File: config.mk
export PLATFORM = sky130hd
export DESIGN_NAME = od_trigger_gen_flat
export DESIGN_NICKNAME = d
export VERILOG_FILES = /design/src/rtl/od_pkg.sv /design/src/rtl/od_trigger_gen_if.sv /design/src/rtl/od_sync2.sv /design/src/rtl/od_trigger_gen.sv /design/src/flat_wrapper.sv
export SDC_FILE = /design/constraint.sdc
export NUM_CORES = 1
export LEC_CHECK = 0
export ABC_AREA = 0
export BUFFER_PORTS_ARGS = -buffer_cell sky130_fd_sc_hd__clkbuf_2
export CORE_MARGIN = 2
export CORE_UTILIZATION = 55
export CTS_CLUSTER_DIAMETER = 120
export DETAILED_ROUTE_END_ITERATION = 10
export MAX_ROUTING_LAYER = met4
export PLACE_DENSITY = 0.82
export SYNTH_ARGS = -nofsm -noshare
export SYNTH_HDL_FRONTEND = slang
export SYNTH_HIERARCHICAL = 1
export SYNTH_SLANG_ARGS = --single-unit
File: constraint.sdc
create_clock -name clk -period 5.96 [get_ports clk]
set_input_delay 0.596 -clock clk [delete_from_list [all_inputs] [get_ports clk]]
set_output_delay 0.596 -clock clk [all_outputs]
set_load 0.05 [all_outputs]
File: src/rtl/od_pkg.sv
// Shared types, default timing and helpers for the ultrasonic ranging path.
// Used by the trigger generator and the echo-measuring block.
package od_pkg;

  typedef enum logic [2:0] {
    IDLE      = 3'd0,
    TRIG      = 3'd1,
    WAIT_RISE = 3'd2,
    WAIT_FALL = 3'd3,
    HOLDOFF   = 3'd4
  } od_trig_state_t;

  // Default timing shared by both sides of the echo interface
  localparam int unsigned OD_CLK_FREQ_HZ     = 50_000_000;
  localparam int unsigned OD_TRIG_US         = 10;
  localparam int unsigned OD_ECHO_TIMEOUT_US = 25_000;
  localparam int unsigned OD_PERIOD_US       = 60_000;

  // Microseconds to clock cycles; freq is a whole multiple of 1 MHz
  function automatic int unsigned us2cyc(input int unsigned freq, input int unsigned us);
    longint unsigned cyc;
    cyc = (64'(freq) / 64'd1_000_000) * 64'(us);
    return cyc[31:0];
  endfunction

endpackage

File: src/rtl/od_trigger_gen_if.sv
// Control/status bundle between the ranging sequencer and its user.
// master: the side that requests measurements and drives the raw echo.
// slave:  the trigger generator itself.
interface od_trigger_gen_if;
  logic enable;
  logic start;
  logic echo_pulse;
  logic trig_out;
  logic busy;
  logic echo_done;
  logic time_out;

  modport master (
    output enable, start, echo_pulse,
    input  trig_out, busy, echo_done, time_out
  );

  modport slave (
    input  enable, start, echo_pulse,
    output trig_out, busy, echo_done, time_out
  );
endinterface

File: src/rtl/od_sync2.sv
// Generic 2-flop synchronizer, async active-low reset.
module od_sync2 #(
  parameter int WIDTH = 1
) (
  input  logic             clk,
  input  logic             rst_n,
  input  logic [WIDTH-1:0] d_i,
  output logic [WIDTH-1:0] q_o
);

  logic [WIDTH-1:0] meta_q;
  logic [WIDTH-1:0] sync_q;

  // Two-stage capture of the asynchronous input
  always_ff @(posedge clk or negedge rst_n) begin
    if (!rst_n) begin
      meta_q <= '0;
      sync_q <= '0;
    end else begin
      meta_q <= d_i;
      sync_q <= meta_q;
    end
  end

  assign q_o = sync_q;

endmodule

File: src/rtl/od_trigger_gen.sv
// Ultrasonic trigger generator / ranging-cycle sequencer.
// Issues the trigger pulse, watches the synchronized echo, flags timeout
// and enforces a minimum spacing between trigger rising edges.
// Optional macro OD_AUTO_RETRIG_EN: free-running mode, retriggers every
// PER_CYC cycles while enable is high (start is ignored).
module od_trigger_gen
  import od_pkg::*;
#(
  parameter int unsigned CLK_FREQ_HZ     = OD_CLK_FREQ_HZ,
  parameter int unsigned TRIG_US         = OD_TRIG_US,
  parameter int unsigned ECHO_TIMEOUT_US = OD_ECHO_TIMEOUT_US,
  parameter int unsigned PERIOD_US       = OD_PERIOD_US
) (
  input  logic             clk,
  input  logic             rst,
  od_trigger_gen_if.slave  bus
);

  localparam int unsigned TRIG_CYC = us2cyc(CLK_FREQ_HZ, TRIG_US);
  localparam int unsigned TMO_CYC  = us2cyc(CLK_FREQ_HZ, ECHO_TIMEOUT_US);
  localparam int unsigned PER_CYC  = us2cyc(CLK_FREQ_HZ, PERIOD_US);
  localparam int          CW       = $clog2(PER_CYC + 1);

  localparam logic [CW-1:0] TRIG_LAST = CW'(TRIG_CYC - 1);
  localparam logic [CW-1:0] TMO_LAST  = CW'(TMO_CYC - 1);
  localparam logic [CW-1:0] PER_LAST  = CW'(PER_CYC - 1);
  localparam logic [CW-1:0] PER_SAT   = CW'(PER_CYC);

  generate
    if (CLK_FREQ_HZ % 1_000_000 != 0) begin : g_bad_freq
      $error("od_trigger_gen: CLK_FREQ_HZ must be a multiple of 1 MHz");
    end
    if (PER_CYC <= TRIG_CYC + TMO_CYC) begin : g_bad_timing
      $error("od_trigger_gen: period must exceed trigger plus echo timeout");
    end
  endgenerate

  od_trig_state_t state_q, state_d;
  logic [CW-1:0]  phase_q, phase_d;
  logic [CW-1:0]  per_q,   per_d;
  logic           trig_q,  trig_d;
  logic           done_q,  done_d;
  logic           tmo_q,   tmo_d;
  logic           echo_s;
  logic           launch_idle;

  od_sync2 #(.WIDTH(1)) u_echo_sync (
    .clk   (clk),
    .rst_n (rst),
    .d_i   (bus.echo_pulse),
    .q_o   (echo_s)
  );

`ifdef OD_AUTO_RETRIG_EN
  assign launch_idle = bus.enable;
`else
  assign launch_idle = bus.start && bus.enable;
`endif

  // Next-state, counter and output-pulse decode for the ranging sequence
  always_comb begin
    state_d = state_q;
    phase_d = phase_q + 1'b1;
    per_d   = (per_q == PER_SAT) ? per_q : per_q + 1'b1;
    trig_d  = 1'b0;
    done_d  = 1'b0;
    tmo_d   = 1'b0;
    unique case (state_q)
      IDLE: begin
        phase_d = '0;
        if (launch_idle) begin
          state_d = TRIG;
          per_d   = '0;
          trig_d  = 1'b1;
        end
      end
      TRIG: begin
        trig_d = 1'b1;
        if (phase_q == TRIG_LAST) begin
          state_d = WAIT_RISE;
          phase_d = '0;
          trig_d  = 1'b0;
        end
      end
      WAIT_RISE: begin
        // A rise on the final window cycle could never complete, so the
        // timeout is decided first here.
        if (phase_q == TMO_LAST) begin
          tmo_d   = 1'b1;
          state_d = HOLDOFF;
          phase_d = '0;
        end else if (echo_s) begin
          state_d = WAIT_FALL;
        end
      end
      WAIT_FALL: begin
        // Echo fall wins over a coincident timeout
        if (!echo_s) begin
          done_d  = 1'b1;
          state_d = HOLDOFF;
          phase_d = '0;
        end else if (phase_q == TMO_LAST) begin
          tmo_d   = 1'b1;
          state_d = HOLDOFF;
          phase_d = '0;
        end
      end
      HOLDOFF: begin
        if (per_q == PER_LAST) begin
          phase_d = '0;
`ifdef OD_AUTO_RETRIG_EN
          if (bus.enable) begin
            state_d = TRIG;
            per_d   = '0;
            trig_d  = 1'b1;
          end else begin
            state_d = IDLE;
          end
`else
          state_d = IDLE;
`endif
        end
      end
      default: begin
        state_d = IDLE;
        phase_d = '0;
      end
    endcase
  end

  // State, counters and registered outputs
  always_ff @(posedge clk or negedge rst) begin
    if (!rst) begin
      state_q <= IDLE;
      phase_q <= '0;
      per_q   <= '0;
      trig_q  <= 1'b0;
      done_q  <= 1'b0;
      tmo_q   <= 1'b0;
    end else begin
      state_q <= state_d;
      phase_q <= phase_d;
      per_q   <= per_d;
      trig_q  <= trig_d;
      done_q  <= done_d;
      tmo_q   <= tmo_d;
    end
  end

  assign bus.trig_out  = trig_q;
  assign bus.busy      = (state_q != IDLE);
  assign bus.echo_done = done_q;
  assign bus.time_out  = tmo_q;

endmodule

File: src/flat_wrapper.sv
// flat-port wrapper written by rule: the top's interface ports become plain ports
module od_trigger_gen_flat import od_pkg::*;
#(
  parameter int unsigned CLK_FREQ_HZ     = OD_CLK_FREQ_HZ,
  parameter int unsigned TRIG_US         = OD_TRIG_US,
  parameter int unsigned ECHO_TIMEOUT_US = OD_ECHO_TIMEOUT_US,
  parameter int unsigned PERIOD_US       = OD_PERIOD_US
)
  (clk, rst, bus_enable, bus_start, bus_echo_pulse, bus_trig_out, bus_busy, bus_echo_done, bus_time_out);
  od_trigger_gen_if bus_i ();
  input  logic clk;
  input  logic rst;
  input wire logic [$bits(bus_i.enable)-1:0] bus_enable;
  input wire logic [$bits(bus_i.start)-1:0] bus_start;
  input wire logic [$bits(bus_i.echo_pulse)-1:0] bus_echo_pulse;
  output wire logic [$bits(bus_i.trig_out)-1:0] bus_trig_out;
  output wire logic [$bits(bus_i.busy)-1:0] bus_busy;
  output wire logic [$bits(bus_i.echo_done)-1:0] bus_echo_done;
  output wire logic [$bits(bus_i.time_out)-1:0] bus_time_out;
  assign bus_i.enable = bus_enable;
  assign bus_i.start = bus_start;
  assign bus_i.echo_pulse = bus_echo_pulse;
  assign bus_trig_out = bus_i.trig_out;
  assign bus_busy = bus_i.busy;
  assign bus_echo_done = bus_i.echo_done;
  assign bus_time_out = bus_i.time_out;
  od_trigger_gen #(.CLK_FREQ_HZ(CLK_FREQ_HZ), .TRIG_US(TRIG_US), .ECHO_TIMEOUT_US(ECHO_TIMEOUT_US), .PERIOD_US(PERIOD_US)) u_core (.clk(clk), .rst(rst), .bus(bus_i));
endmodule
After elaboration in Yosys (flattened, before gate mapping)
Index checks and enable logic that the tools add are counted.
{"block": "totals", "reg_bits": 52, "in_bits": 5, "out_inout_bits": 4}
{"block": "classes", "addsub": 2, "n_eq_ne": 13, "mux": 24, "reduce_logical": 4}
{"cell": "$mux W22", "count": 7}
{"cell": "$pmux W22 S4", "count": 1}
{"cell": "$add A22 B1 Y22 const B", "count": 2}
{"cell": "$eq A22 B22 Y1 const B", "count": 2}
{"cell": "$eq A22 B21 Y1 const B", "count": 1}
{"cell": "$eq A22 B9 Y1 const B", "count": 1}
{"cell": "$mux W3", "count": 7}
{"cell": "$pmux W3 S5", "count": 1}
{"cell": "$eq A3 B2 Y1 const B", "count": 2}
{"cell": "$mux W1", "count": 6}
{"cell": "$ne A2 B1 Y1 const B", "count": 3}
{"cell": "$ne A3 B2 Y1 const B", "count": 2}
{"cell": "$reduce_and A5 Y1", "count": 1}
{"cell": "$pmux W1 S2", "count": 2}
{"cell": "$eq A3 B1 Y1 const B", "count": 1}
{"cell": "$eq A3 B3 Y1 const B", "count": 1}
{"cell": "$logic_not A3 Y1", "count": 1}
{"cell": "$reduce_bool A3 Y1", "count": 1}
{"cell": "$logic_and A1 B1 Y1", "count": 1}

Logic depth before layout (Yosys ltp)
{"block": "depth", "word_depth": 4, "depth_mapped": 7, "mapped_depth_nobuf": 6}

Hierarchy
Netlist, hierarchy kept.
{"module": "od_trigger_gen", "instances": 1, "cells_each": 273, "area_per_inst_um2": 2603.7, "seq_area_each_um2": 1251.2}
{"module": "od_sync2", "instances": 1, "cells_each": 2, "area_per_inst_um2": 50.0, "seq_area_each_um2": 50.0}

Worst setup path after synthesis
No wires, ideal clock.
{"block": "synth_path", "path_type": "register to register", "from": "register u_core.phase_q[13]", "to": "register u_core.phase_q[10]", "setup_time_ns": 0.119, "arrival_time_ns": 1.942, "setup_slack_ns": 3.899, "path_stages_with_launch": 7, "n_path_buf": 1, "cell_sequence": "dfrtp_1 > or4_4 > nor4_4 > a31oi_1 > a211oi_2 > buf_6 > nor2_1"}
{"block": "synth_via", "elab_chain_len": 4}
{"item": "start: declaration", "line_no": "od_trigger_gen.sv:39", "rtl": "logic [CW-1:0] phase_q, phase_d;"}
{"item": "start signal: assignment", "line_no": "od_trigger_gen.sv:142", "rtl": "phase_q <= phase_d;"}
{"item": "$eq A22 B21 Y1", "line_no": "od_trigger_gen.sv:88, od_trigger_gen.sv:102"}
{"item": "$mux W22", "line_no": "od_trigger_gen.sv:88, od_trigger_gen.sv:102"}
{"item": "$mux W22", "line_no": "od_trigger_gen.sv:98", "rtl": "if (!echo_s) begin"}
{"item": "$pmux W22 S4 (*)", "line_no": "od_trigger_gen.sv:68", "rtl": "unique case (state_q)"}
{"item": "via u_core.phase_d[10]", "line_no": "od_trigger_gen.sv:39"}
Mark *: on every way through the listed nets, which the timed path passes. The rest lies on a longest branch.
A chain may end at the register's enable or synchronous reset.

Final worst setup path
{"block": "layout_path", "from": "register u_core.phase_q[13]", "to": "register u_core.phase_q[21]"}
{"block": "layout_via", "elab_chain_len": 4}
{"item": "$add A22 B1 Y22 or $eq A22 B21 Y1 (tied branches)", "line_no": "od_trigger_gen.sv:63, od_trigger_gen.sv:88, od_trigger_gen.sv:102"}
{"item": "$mux W22", "line_no": "od_trigger_gen.sv:88, od_trigger_gen.sv:102"}
{"item": "$mux W22", "line_no": "od_trigger_gen.sv:98"}
{"item": "$pmux W22 S4 (*)", "line_no": "od_trigger_gen.sv:68"}
{"item": "via u_core.phase_d[21]", "line_no": "od_trigger_gen.sv:39"}
Marks and branches as above.

==> impl_metrics.ini <==
[run_status]
outcome = completed

[floorplan]
die_x_um = 73.5
ioPinCount = 9
coreArea_um2 = 4690
die_area_um2 = 5400
rows = 25
start_util_pct = 56.6
die_h_um = 73.5

[timing]
finalSetupViolations = 0
drv_slew = 0
rsz0062_at_grt = false
tightest_slew_ns = 0.823
fin_crit_sh_pct = 37.0
finalClockSkew_ns = 0.00821
max_freq_mhz = 454
period_minus_slack_ns = 2.20
hold_viol_final = 0
maxSlewHeadroom_pct = 44.6
fin_tns_setup_ns = 0

[routing]
first_pass_iters = 4
avgRoutedWirePerCell_um = 14.4
viasPerCell = 5.78
drt_iter0_drc = 189
drc = 0
wl_um = 4930
postRouteAntennaNets = 0
routed-via-count = 1982

[setup_path]
cp.arrival_ns = 2.40
r2r-end = u_core/phase_q[21]$_DFF_PN0_
r2r_start = u_core/phase_q[13]$_DFF_PN0_
crit_required_ns = 6.15
rrSetupSlack_ns = 3.76
crit_fanout = 22
worst_setup_path_end_kind = flip-flop
reg2regPathDepth = 6
cp-start-kind = flip-flop
critical_path_class = flip-flop to flip-flop

[cells_and_area]
regArea_um2 = 1300
multiInputGateArea_um2 = 1280
area_growth_pct = 7.12
fin_nets = 296
diodes = 0
fill_cells = 375
final_cell_area_um2 = 2840
drive_gt1_share_pct = 8.30

[pwr]
p_leak_nw = 1.23
design_power_total_uw = 830
p_per_area_nw_per_um2 = 292
ir_drop_mv = 0.129

[placement]
dp.final_hpwl_um = 3440
gp_congestion = 0.845
numPortBuffers = 8
place_area_um2 = 2750

[hold_path]
hold_path_depth = 0
hp-start = u_core/u_echo_sync/meta_q$_DFF_PN0_
hold_end = u_core/u_echo_sync/q_o$_DFF_PN0_
hold_class = flip-flop to flip-flop

[clock_tree]
clk_pin_slew_worst_paths_ns = 0.09
cts_sinks = 52
ctsResizeCount = 0
clkLatencyLatePin_ns = 0.31
clk_path_buf_depth = 2
cts_tree = done
root_buffer = clkbuf_8
postCtsHoldBufs = 0
cts-buffers-inserted = 5
htreeDepth = 2
cts_setup_buffers = 0

[synthesis]
ys_seq_elements = 52
syn_inst = 275
synth_enable_flop_cells = 0
ys_seq_area_share_pct = 49.0
avgSynthCellArea_um2 = 9.65
netlist.area_leader.share_pct = 49.0
syn_area_um2 = 2650
netlist_top_cells_area = dfrtp_1, nor2_1, xnor2_1
yosysWarnings = 6
synth_cell_types = 36
yosys.cell_count.top_type = dfrtp_1
ys.flop_type = dfrtp_1
postSynth.asyncResetShare_pct = 100
synth_common_cells = dfrtp_1, nor2_1, nand3_1
syn_nets = 283
synth_top_area_cell = dfrtp_1

[global_route]
grt_remaining_overflow = 0
grt_first_pass_wirelength_um = 8520
grt_pass1_vias = 1897
antenna_found_initial = 0
grt_max_degree = 53
track_usage_pct = 21.0

[flow_run]
maxCapViolCount = 0
kinds of logic (layout without fill, tap and decap cells):
| kind of cell | count (synthesis) | count (layout) | share of synthesized area, % |
|---|---|---|---|
| simple gates | 153 | 153 | 30.7 |
| flops | 52 | 52 | 49.0 |
| xor+xnor | 38 | 38 | 12.5 |
| compound gates | 14 | 14 | 3.35 |
| buf+inv | 14 | 28 | 2.55 |
| fa+ha+maj | 3 | 3 | 1.41 |
| mux | 1 | 1 | 0.377 |
layout by cell type, fill, tap and decap left out, drive strengths merged, types with 2 or more instances in the layout:
cell type,count
dfrtp,52
nor2,47
nand3,22
xnor2,20
nand2,19
xor2,18
clkbuf,14
and3,12
inv,9
nor3,9
nand4,8
nor4,8
a21oi,6
and2,6
and4,6
or3,3
o21ai,3
ha,3
buf,3
clkinv,2
nor4b,2
nor2b,2
a31oi,2
state kept, by name (all words and copies together), names as in the netlist:
register                   cells
u_core/u_echo_sync/q_o         1
u_core/per_q                  22
u_core/bus.trig_out            1
u_core/state_q                 3
u_core/bus.time_out            1
u_core/phase_q                22
u_core/u_echo_sync/meta_q      1
u_core/bus.echo_done           1
layer usage:
metal  global-route usage, %  wire length, µm
met5                       -                0
met3                    5.35              254
met4                    7.07               74
met1                    29.5             2400
met2                    29.5             2200
metrics by stage:
step	hold slack (ns)	setup WS, ns	std cells	util (%)
CTS	0.356	3.75	343	60.6
global placement	0.332	3.78	335	58.6
detailed placement	0.335	3.75	335	58.6
floorplan	0.300	3.90	275	-
finish	0.356	3.76	343	60.6
global route	0.377	3.62	343	60.6
worst max-delay path, cell delays in order, from the launching register on:
cell	delay, ns
dfrtp_1	0.42
or4_4	0.56
nor4_4	0.30
a31oi_1	0.20
a211oi_2	0.25
buf_4	0.28
nor2_1	0.08
layout make-up:
class                      count  area share (%)
clock buffer                   6            2.90
clock inverter                 2           0.352
inverter                       9            1.19
multi-input combinational    209            45.2
sequential                    52            45.8
tap                           54            2.38
timing repair buffer          11            2.20
report_power, final:
part / total, mW / switching, mW / internal [mW]
Clock: 0.205 / 0.112 / 0.0928
Sequential: 0.474 / 0.0672 / 0.406
Combinational: 0.151 / 0.0848 / 0.0664
Total: 0.830 / 0.264 / 0.565
worst max path at each step:
stage	start	end	slack [ns]	cells after the start
finish	u_core/phase_q[13]$_DFF_PN0_	u_core/phase_q[21]$_DFF_PN0_	3.76	6
global route	u_core/phase_q[0]$_DFF_PN0_	u_core/phase_q[12]$_DFF_PN0_	3.62	7
CTS	u_core/phase_q[13]$_DFF_PN0_	u_core/phase_q[21]$_DFF_PN0_	3.75	6
detailed placement	u_core/phase_q[13]$_DFF_PN0_	u_core/phase_q[5]$_DFF_PN0_	3.75	6
global placement	u_core/phase_q[13]$_DFF_PN0_	u_core/phase_q[21]$_DFF_PN0_	3.78	6
floorplan	u_core/phase_q[13]$_DFF_PN0_	u_core/phase_q[10]$_DFF_PN0_	3.90	6
Note: power is estimated with default switching activity, not from simulation.
